File: config.mk
export PLATFORM = sky130hd
export DESIGN_NAME = button_conditioner_flat
export DESIGN_NICKNAME = d
export VERILOG_FILES = /design/src/rtl/button_conditioner_if.sv /design/src/rtl/button_conditioner.sv /design/src/flat_wrapper.sv
export SDC_FILE = /design/constraint.sdc
export NUM_CORES = 1
export LEC_CHECK = 0
export BUFFER_PORTS_ARGS = -buffer_cell sky130_fd_sc_hd__buf_4
export CAP_MARGIN = 20
export CORE_ASPECT_RATIO = 1.5
export CORE_MARGIN = 2
export CORE_UTILIZATION = 45
export DETAILED_ROUTE_END_ITERATION = 7
export PLACE_DENSITY = 0.69
export RECOVER_POWER = 25
export SYNTH_ARGS = -nofsm -noshare
export SYNTH_HDL_FRONTEND = slang
export SYNTH_SLANG_ARGS = --single-unit
File: constraint.sdc
create_clock -name clk -period 4.18 [get_ports clk]
set_input_delay 0.418 -clock clk [delete_from_list [all_inputs] [get_ports clk]]
set_output_delay 0.418 -clock clk [all_outputs]
set_load 0.01 [all_outputs]
File: src/rtl/button_conditioner_if.sv
// Button/command bundle between the raw pushbutton front end and the
// consumer of the conditioned UP/DOWN commands.
//   BTN_UP, BTN_DOWN : raw active-low buttons (driven by the master side)
//   UP, DOWN         : one-cycle command pulses (driven by the slave side)
//   busy             : arbiter not idle (driven by the slave side)
interface button_conditioner_if;
    logic BTN_UP;
    logic BTN_DOWN;
    logic UP;
    logic DOWN;
    logic busy;

    modport master (
        output BTN_UP,
        output BTN_DOWN,
        input  UP,
        input  DOWN,
        input  busy
    );

    modport slave (
        input  BTN_UP,
        input  BTN_DOWN,
        output UP,
        output DOWN,
        output busy
    );
endinterface

File: src/rtl/button_conditioner.sv
// Conditions two raw active-low pushbuttons into one-cycle UP/DOWN command
// pulses: per-button two-flop synchroniser, debounce filter, press-edge
// detect, then a combo arbiter that turns two presses within COMBO_WINDOW
// cycles into a single UP=DOWN=1 cycle.
//   clk   : system clock
//   RESET : synchronous reset, active-high
//   bus   : slave side of button_conditioner_if (BTN_UP/BTN_DOWN in,
//           UP/DOWN/busy out, all outputs registered)
module button_conditioner #(
    parameter int DEBOUNCE_CYCLES = 50000,
    parameter int COMBO_WINDOW    = 8
) (
    input  logic                  clk,
    input  logic                  RESET,
    button_conditioner_if.slave   bus
);

    typedef enum logic [1:0] {
        IDLE    = 2'd0,
        WAIT_DN = 2'd1,
        WAIT_UP = 2'd2,
        HOLD    = 2'd3
    } state_t;

    localparam int DB_W  = $clog2(DEBOUNCE_CYCLES);
    localparam int WIN_W = (COMBO_WINDOW > 1) ? $clog2(COMBO_WINDOW) : 1;
    localparam logic [DB_W-1:0]  DB_LAST  = DB_W'(DEBOUNCE_CYCLES - 1);
    localparam logic [WIN_W-1:0] WIN_LAST = WIN_W'(COMBO_WINDOW - 1);

    // Bit 0 is the up button, bit 1 the down button throughout.
    logic [1:0]      raw;
    logic [1:0]      meta_q;
    logic [1:0]      sync_q;
    logic [1:0]      pressed;
    logic [1:0]      stable_q;
    logic [1:0]      stable_prev_q;
    logic [DB_W-1:0] cnt_q [2];
    logic [1:0]      press_evt;

    state_t          state_q;
    logic [WIN_W-1:0] timer_q;
    logic            up_q;
    logic            dn_q;
    logic            busy_q;

    assign raw       = {bus.BTN_DOWN, bus.BTN_UP};
    assign pressed   = ~sync_q;
    assign press_evt = stable_q & ~stable_prev_q;

    // Synchroniser and debounce. Flops reset to the released raw level (1)
    // so a button held through reset is seen as a fresh press afterwards.
    always_ff @(posedge clk) begin
        if (RESET) begin
            meta_q        <= 2'b11;
            sync_q        <= 2'b11;
            stable_q      <= 2'b00;
            stable_prev_q <= 2'b00;
            for (int i = 0; i < 2; i++) begin
                cnt_q[i] <= '0;
            end
        end else begin
            meta_q        <= raw;
            sync_q        <= meta_q;
            stable_prev_q <= stable_q;
            for (int i = 0; i < 2; i++) begin
                if (pressed[i] == stable_q[i]) begin
                    cnt_q[i] <= '0;
                end else if (cnt_q[i] == DB_LAST) begin
                    stable_q[i] <= pressed[i];
                    cnt_q[i]    <= '0;
                end else begin
                    cnt_q[i] <= cnt_q[i] + DB_W'(1);
                end
            end
        end
    end

    // Combo arbiter. Pulses are emitted only on the transition into HOLD,
    // and HOLD waits for both buttons released, so a pulse can never repeat
    // on consecutive cycles. busy_q tracks the state being entered.
    always_ff @(posedge clk) begin
        if (RESET) begin
            state_q <= IDLE;
            timer_q <= '0;
            up_q    <= 1'b0;
            dn_q    <= 1'b0;
            busy_q  <= 1'b0;
        end else begin
            up_q <= 1'b0;
            dn_q <= 1'b0;
            case (state_q)
                IDLE: begin
                    if (press_evt[0] && press_evt[1]) begin
                        up_q    <= 1'b1;
                        dn_q    <= 1'b1;
                        state_q <= HOLD;
                        busy_q  <= 1'b1;
                    end else if (press_evt[0]) begin
                        timer_q <= '0;
                        state_q <= WAIT_DN;
                        busy_q  <= 1'b1;
                    end else if (press_evt[1]) begin
                        timer_q <= '0;
                        state_q <= WAIT_UP;
                        busy_q  <= 1'b1;
                    end else begin
                        busy_q  <= 1'b0;
                    end
                end
                WAIT_DN: begin
                    busy_q <= 1'b1;
                    if (press_evt[1]) begin
                        up_q    <= 1'b1;
                        dn_q    <= 1'b1;
                        state_q <= HOLD;
                    end else if (!stable_q[0] || timer_q == WIN_LAST) begin
                        up_q    <= 1'b1;
                        state_q <= HOLD;
                    end else begin
                        timer_q <= timer_q + WIN_W'(1);
                    end
                end
                WAIT_UP: begin
                    busy_q <= 1'b1;
                    if (press_evt[0]) begin
                        up_q    <= 1'b1;
                        dn_q    <= 1'b1;
                        state_q <= HOLD;
                    end else if (!stable_q[1] || timer_q == WIN_LAST) begin
                        dn_q    <= 1'b1;
                        state_q <= HOLD;
                    end else begin
                        timer_q <= timer_q + WIN_W'(1);
                    end
                end
                HOLD: begin
                    if (stable_q == 2'b00) begin
                        state_q <= IDLE;
                        busy_q  <= 1'b0;
                    end else begin
                        busy_q  <= 1'b1;
                    end
                end
                default: begin
                    state_q <= IDLE;
                    busy_q  <= 1'b0;
                end
            endcase
        end
    end

    assign bus.UP   = up_q;
    assign bus.DOWN = dn_q;
    assign bus.busy = busy_q;

endmodule
File: src/flat_wrapper.sv
// flat-port wrapper written by rule: the top's interface ports become plain ports
module button_conditioner_flat 
#(
    parameter int DEBOUNCE_CYCLES = 50000,
    parameter int COMBO_WINDOW    = 8
)
  (clk, RESET, bus_BTN_UP, bus_BTN_DOWN, bus_UP, bus_DOWN, bus_busy);
  button_conditioner_if bus_i ();
  input  logic clk;
  input  logic RESET;
  input wire logic [$bits(bus_i.BTN_UP)-1:0] bus_BTN_UP;
  input wire logic [$bits(bus_i.BTN_DOWN)-1:0] bus_BTN_DOWN;
  output wire logic [$bits(bus_i.UP)-1:0] bus_UP;
  output wire logic [$bits(bus_i.DOWN)-1:0] bus_DOWN;
  output wire logic [$bits(bus_i.busy)-1:0] bus_busy;
  assign bus_i.BTN_UP = bus_BTN_UP;
  assign bus_i.BTN_DOWN = bus_BTN_DOWN;
  assign bus_UP = bus_i.UP;
  assign bus_DOWN = bus_i.DOWN;
  assign bus_busy = bus_i.busy;
  button_conditioner #(.DEBOUNCE_CYCLES(DEBOUNCE_CYCLES), .COMBO_WINDOW(COMBO_WINDOW)) u_core (.clk(clk), .RESET(RESET), .bus(bus_i));
endmodule
; ---- Word level (Yosys, flattened, before mapping)
; Memories as Yosys holds them, arrays and structs flattened.
; Index checks and enable logic that the tools add are counted.
[classes]
addsub = 3
mul = 0
div = 0
n_lt_le_gt_ge = 0
eq_ne = 18
shift = 0
muxes = 60
n_bitwise = 11
reduce_logical = 13
[op_table]
columns = op, count
row1 = two-way mux 16 bit, 6
row2 = two-way mux 1 bit, 34
row3 = adder 16 x 1 -> 16 bit (second input constant), 2
row4 = equality test 16 bit (second input constant), 2
row5 = two-way mux 3 bit, 7
row6 = two-way mux 2 bit, 8
row7 = inequality test 2 bit (second input constant), 5
row8 = inequality test 3 x 1 -> 1 bit (second input constant), 3
row9 = one-hot mux 1 bit (3 select lines), 3
row10 = one-hot mux 3 bit (3 select lines), 1
row11 = one-hot mux 2 bit (4 select lines), 1
row12 = AND reduction 7 bit, 1
row13 = OR 1 bit, 6
row14 = equality test 2 bit (second input constant), 2
row15 = zero test 2 bit, 2
row16 = inequality test 4 x 1 -> 1 bit (second input constant), 1
row17 = inverter 2 bit, 2
row18 = AND reduction 2 bit, 2
row19 = AND reduction 4 bit, 1
row20 = adder 3 x 1 -> 3 bit (second input constant), 1
row21 = equality test 3 bit (second input constant), 1
row22 = nonzero test 3 bit, 1
row23 = bitwise AND 2 bit, 1
row24 = equality test 1 bit, 2
row25 = 7 further kinds, 10
[totals]
ff_bits = 16
latchBits = 0
mem_bits_rw = 32
rom_bits = 0
in_bits = 4
output_inout_bits = 3
wordCells = 116
memories = 1
[memory_table]
columns = name, words, width, rd, rd_ports_with_merged_regs, write_ports, line
row1 = u_core.cnt_q, 2, 16, 2, 0, 2, button_conditioner.sv:37  ; logic [DB_W-1:0] cnt_q [2];

; ---- Logic depth before layout (Yosys ltp)
[depth]
depth_word = 8
mapped_depth = 6
ltp_nobuf = 6

; ---- Worst setup path after synthesis
; Ideal clock, no wire load.
[synth_path]
kind = register -> register
start = mem u_core.cnt_q[0][0] (netlist bit)
end = mem u_core.cnt_q[0][11] (netlist bit) (data pin)
arrival_ns = 1.550
t_required_ns = 3.926
setup_slack_ns = 2.376
stages_incl_launch_ff = 7
path_cell_list = edfxtp_1 ha_1 nand3_1 or2_2 o21ai_2 buf_4 nor2_1
[synth_lines]
columns = item, line
row1 = from (decl), button_conditioner.sv:37

==> results by group <==
Logic synthesis
  – Synth Area in XOR/XNOR: 0.1019
  – Largest area contributor in the netlist: edfxtp_1
  – Async set-reset flop share out of synthesis: 0
  – Most common flop cell mapped by yosys: edfxtp_1
  – Top post-synthesis cells by area: edfxtp_1 (37%), dfxtp_1 (12%), xnor2_1 (7.8%), nor2_1 (5.8%), ha_1 (4.4%)
  – Post-synth top area share: 0.3743
  – Post-synth EDFFs: 32
  – Cell count after synthesis: 245
  – Synth Area in Compound Gates: 0.07505
  – Main combinational cell family by area after synthesis: simple AND/OR/NAND/NOR gates
  – Post-Synth Adder-Cell Area: 0.04386
  – Mapped Area: 2567 µm²
  – FF+latch count, synth: 48
  – Synth Area in Simple Gates: 0.2232
  – Syn avg cell area: approximately 10 µm²
  – Register area share after synthesis: 0.4990
  – Netlist cell types: 51
  – Multiplexer share of the synthesized area: 0.01998
  – Yosys warning count: 0

Finish
  – Post-layout net count: 296
  – Area occupied by multi-input gates: ~1300 µm²
  – Fillers: 503
  – Most frequent cells in the layout: nor2_1 (40), edfxtp_1 (32), conb_1 (32)
  – Register Area: about 1300 µm²
  – Ant diodes: 0
  – Final core utilization: 0.5236
  – Most common cell after layout, fill and taps aside: nor2_1
  – Share of cells above drive strength 1: 0.08451
  – Area grow syn2layout: 11.99%

STA
  – Final hold vios: 0
  – Final count of pins violating max slew: 0
  – Max-slew headroom: 0.3882
  – Setup violations, final: 0
  – Worst setup margin: between 2 and 2.5 ns
  – Max Clk Rate: 471.2 MHz
  – Setup TNS: 0 ns
  – Period Utilization, post-route: 0.5078
  – Worst Skew: 0.007509 ns
  – Minimum clock period: approximately 2.1 ns
  – Slew at the pin with the worst max-slew slack: 0.9177 ns
  – RSZ-0062 raised after global routing: no

Clock network
  – CTS tree: built
  – CTS Buf Count: 5
  – Post-CTS setup buffer count: 0
  – Root Buffer: clkbuf_8
  – CTS Hold Buffers Added: 0
  – Clk_lat worst skew: 0.29 ns
  – # resized after CTS: 0
  – H-tree depth: 2
  – CTS Sinks: 48
  – Clock Pin Slew Worst Setup and Hold Paths: 0.08 ns
  – Max clock buf depth: 2

Die
  – Core Rows: 33
  – Num ports: 7
  – Die area: 6338 µm²
  – Initial core utilization: 0.4675
  – CORE AREA: 5492 µm²
  – Die height: 96.51 µm
  – Die X: approximately 66 µm

Routing
  – Vias per inst: between 5 and 6
  – Routed Antenna Nets: 0
  – Routed vias: 1,791
  – First DRT Iteration DRCs: 80
  – DRC errors left: 0
  – Pre-Repair DR Iteration Count: 4
  – Wire per inst: 11.73 µm
  – Post-Route WL: 4154 µm

Setup path
  – CP endpoint kind: flip-flop
  – CP required: 4.20 ns
  – Critical Path AT: around 2.2 ns
  – CP startpoint kind: flip-flop
  – Crit path max fanout: 15
  – Setup CP Type: flip-flop to flip-flop

Pwr
  – Lkg Pwr: 1.001 nW
  – Total Power: 0.001033 W
  – PD cells: 359.4 nW/µm²
  – Maximum VDD drop: around 0.29 mV

Placement
  – Hpwl dp: a little over 3000 µm
  – Gpl congestion: 0.7840
  – IO buf count: 6
  – Pre-CTS setup slack: 2.048 ns

Global route
  – Number of global-route vias before repair: ~1.7k
  – Gr usage total: 0.1455
  – Largest net degree at the start of global routing: 26
  – GRT overflow: 0
  – First-pass GRT wire length: 7245 µm
  – Initial antenna violation count: 0

Status
  – Status: finished clean

Flow run
  – Total of max-cap violations: 0

Worst hold path
  – Hold Crit Class: input port to flip-flop
[final cells by class]
type                            instances  area share
Clock buffer                            6     0.02872
Clock inverter                          2     0.01175
Inverter                               13     0.01697
Multi-Input combinational cell        209      0.4560
Sequential cell                        48      0.4456
Tap cell                               70     0.03046
Timing Repair Buffer                    6     0.01044
[kinds of logic after synthesis]
family | Yosys count
buffers and inverters | 19
XOR/XNOR | 29
AO/OA/AOI/OAI | 24
multiplexers | 5
other | 1
AND/OR/NAND/NOR | 110
adder cells (fa/ha/maj) | 9
flip-flops | 48
[synthesized netlist by cell type (all sizes together) (3+ instances only)]
library cell and instances:
nor3 15, nand2b 4, nor2 40, nand3 9, or2 7, and3 3, nand4 8, xnor2 24
edfxtp 32, nor4 6, a21oi 6, nand2 7, xor2 5, ha 9, mux2i 4, buf 4
dfxtp 16, o21ai 3, inv 13
[critical path, stage by stage (launching register included)]
cell and delay, ns:
edfxtp_1 0.41, ha_1 0.22, nand3_1 0.22, or2_2 0.39
o21ai_2 0.51, nor2_1 0.11
[stage by stage]
stage,cell area (µm²),cells,hold WS [ns]
2_1_floorplan,2684,276,0.3895
3_3_place_gp,2774,346,0.3934
3_5_place_dp,2774,346,0.3937
4_1_cts,2890,354,0.2961
5_1_grt,2875,354,0.2966
6_report,2875,354,0.3071
[registers in the layout, summed over array words and instances, names as in the netlist]
signal / cells
u_core.bus.DOWN: 1
u_core.bus.UP: 1
u_core.bus.busy: 1
u_core.cnt_q: 32
u_core.meta_q: 2
u_core.stable_prev_q: 2
u_core.stable_q: 2
u_core.state_q: 2
u_core.sync_q: 2
u_core.timer_q: 3
[per-layer routing]
metal	share of wire	track usage	routed length (µm)	vias to the layer above
met5	0	0	0	-
met4	0.018	0.06597	74	0
met3	0.017	0.02317	72	6
met2	0.52	0.2635	2161	23
met1	0.44	0.1659	1845	844
li1	-	-	-	918
[path summary, 6_finish.rpt]
| path | slack [ns] | cells past startpoint | start | to |
|---|---|---|---|---|
| worst max-delay path | 2.06 | 5 | u_core.cnt_q[0][0] | u_core.cnt_q[0][11] |
| worst min-delay path | 0.31 | 2 | bus_BTN_DOWN | u_core.meta_q[1] |
| worst min register to register | 0.41 | 1 | u_core.meta_q[0] | u_core.sync_q[0] |
| worst max register to register | 2.06 | 5 | u_core.cnt_q[0][0] | u_core.cnt_q[0][11] |
[report_power, final]
group | switching, W | internal (W)
Sequential | 0.0000208 | 0.000530
Combinational | 0.0000766 | 0.0000659
Clock | 0.000147 | 0.000193
Total | 0.000244 | 0.000789
Power figures use the tool's default switching activity.
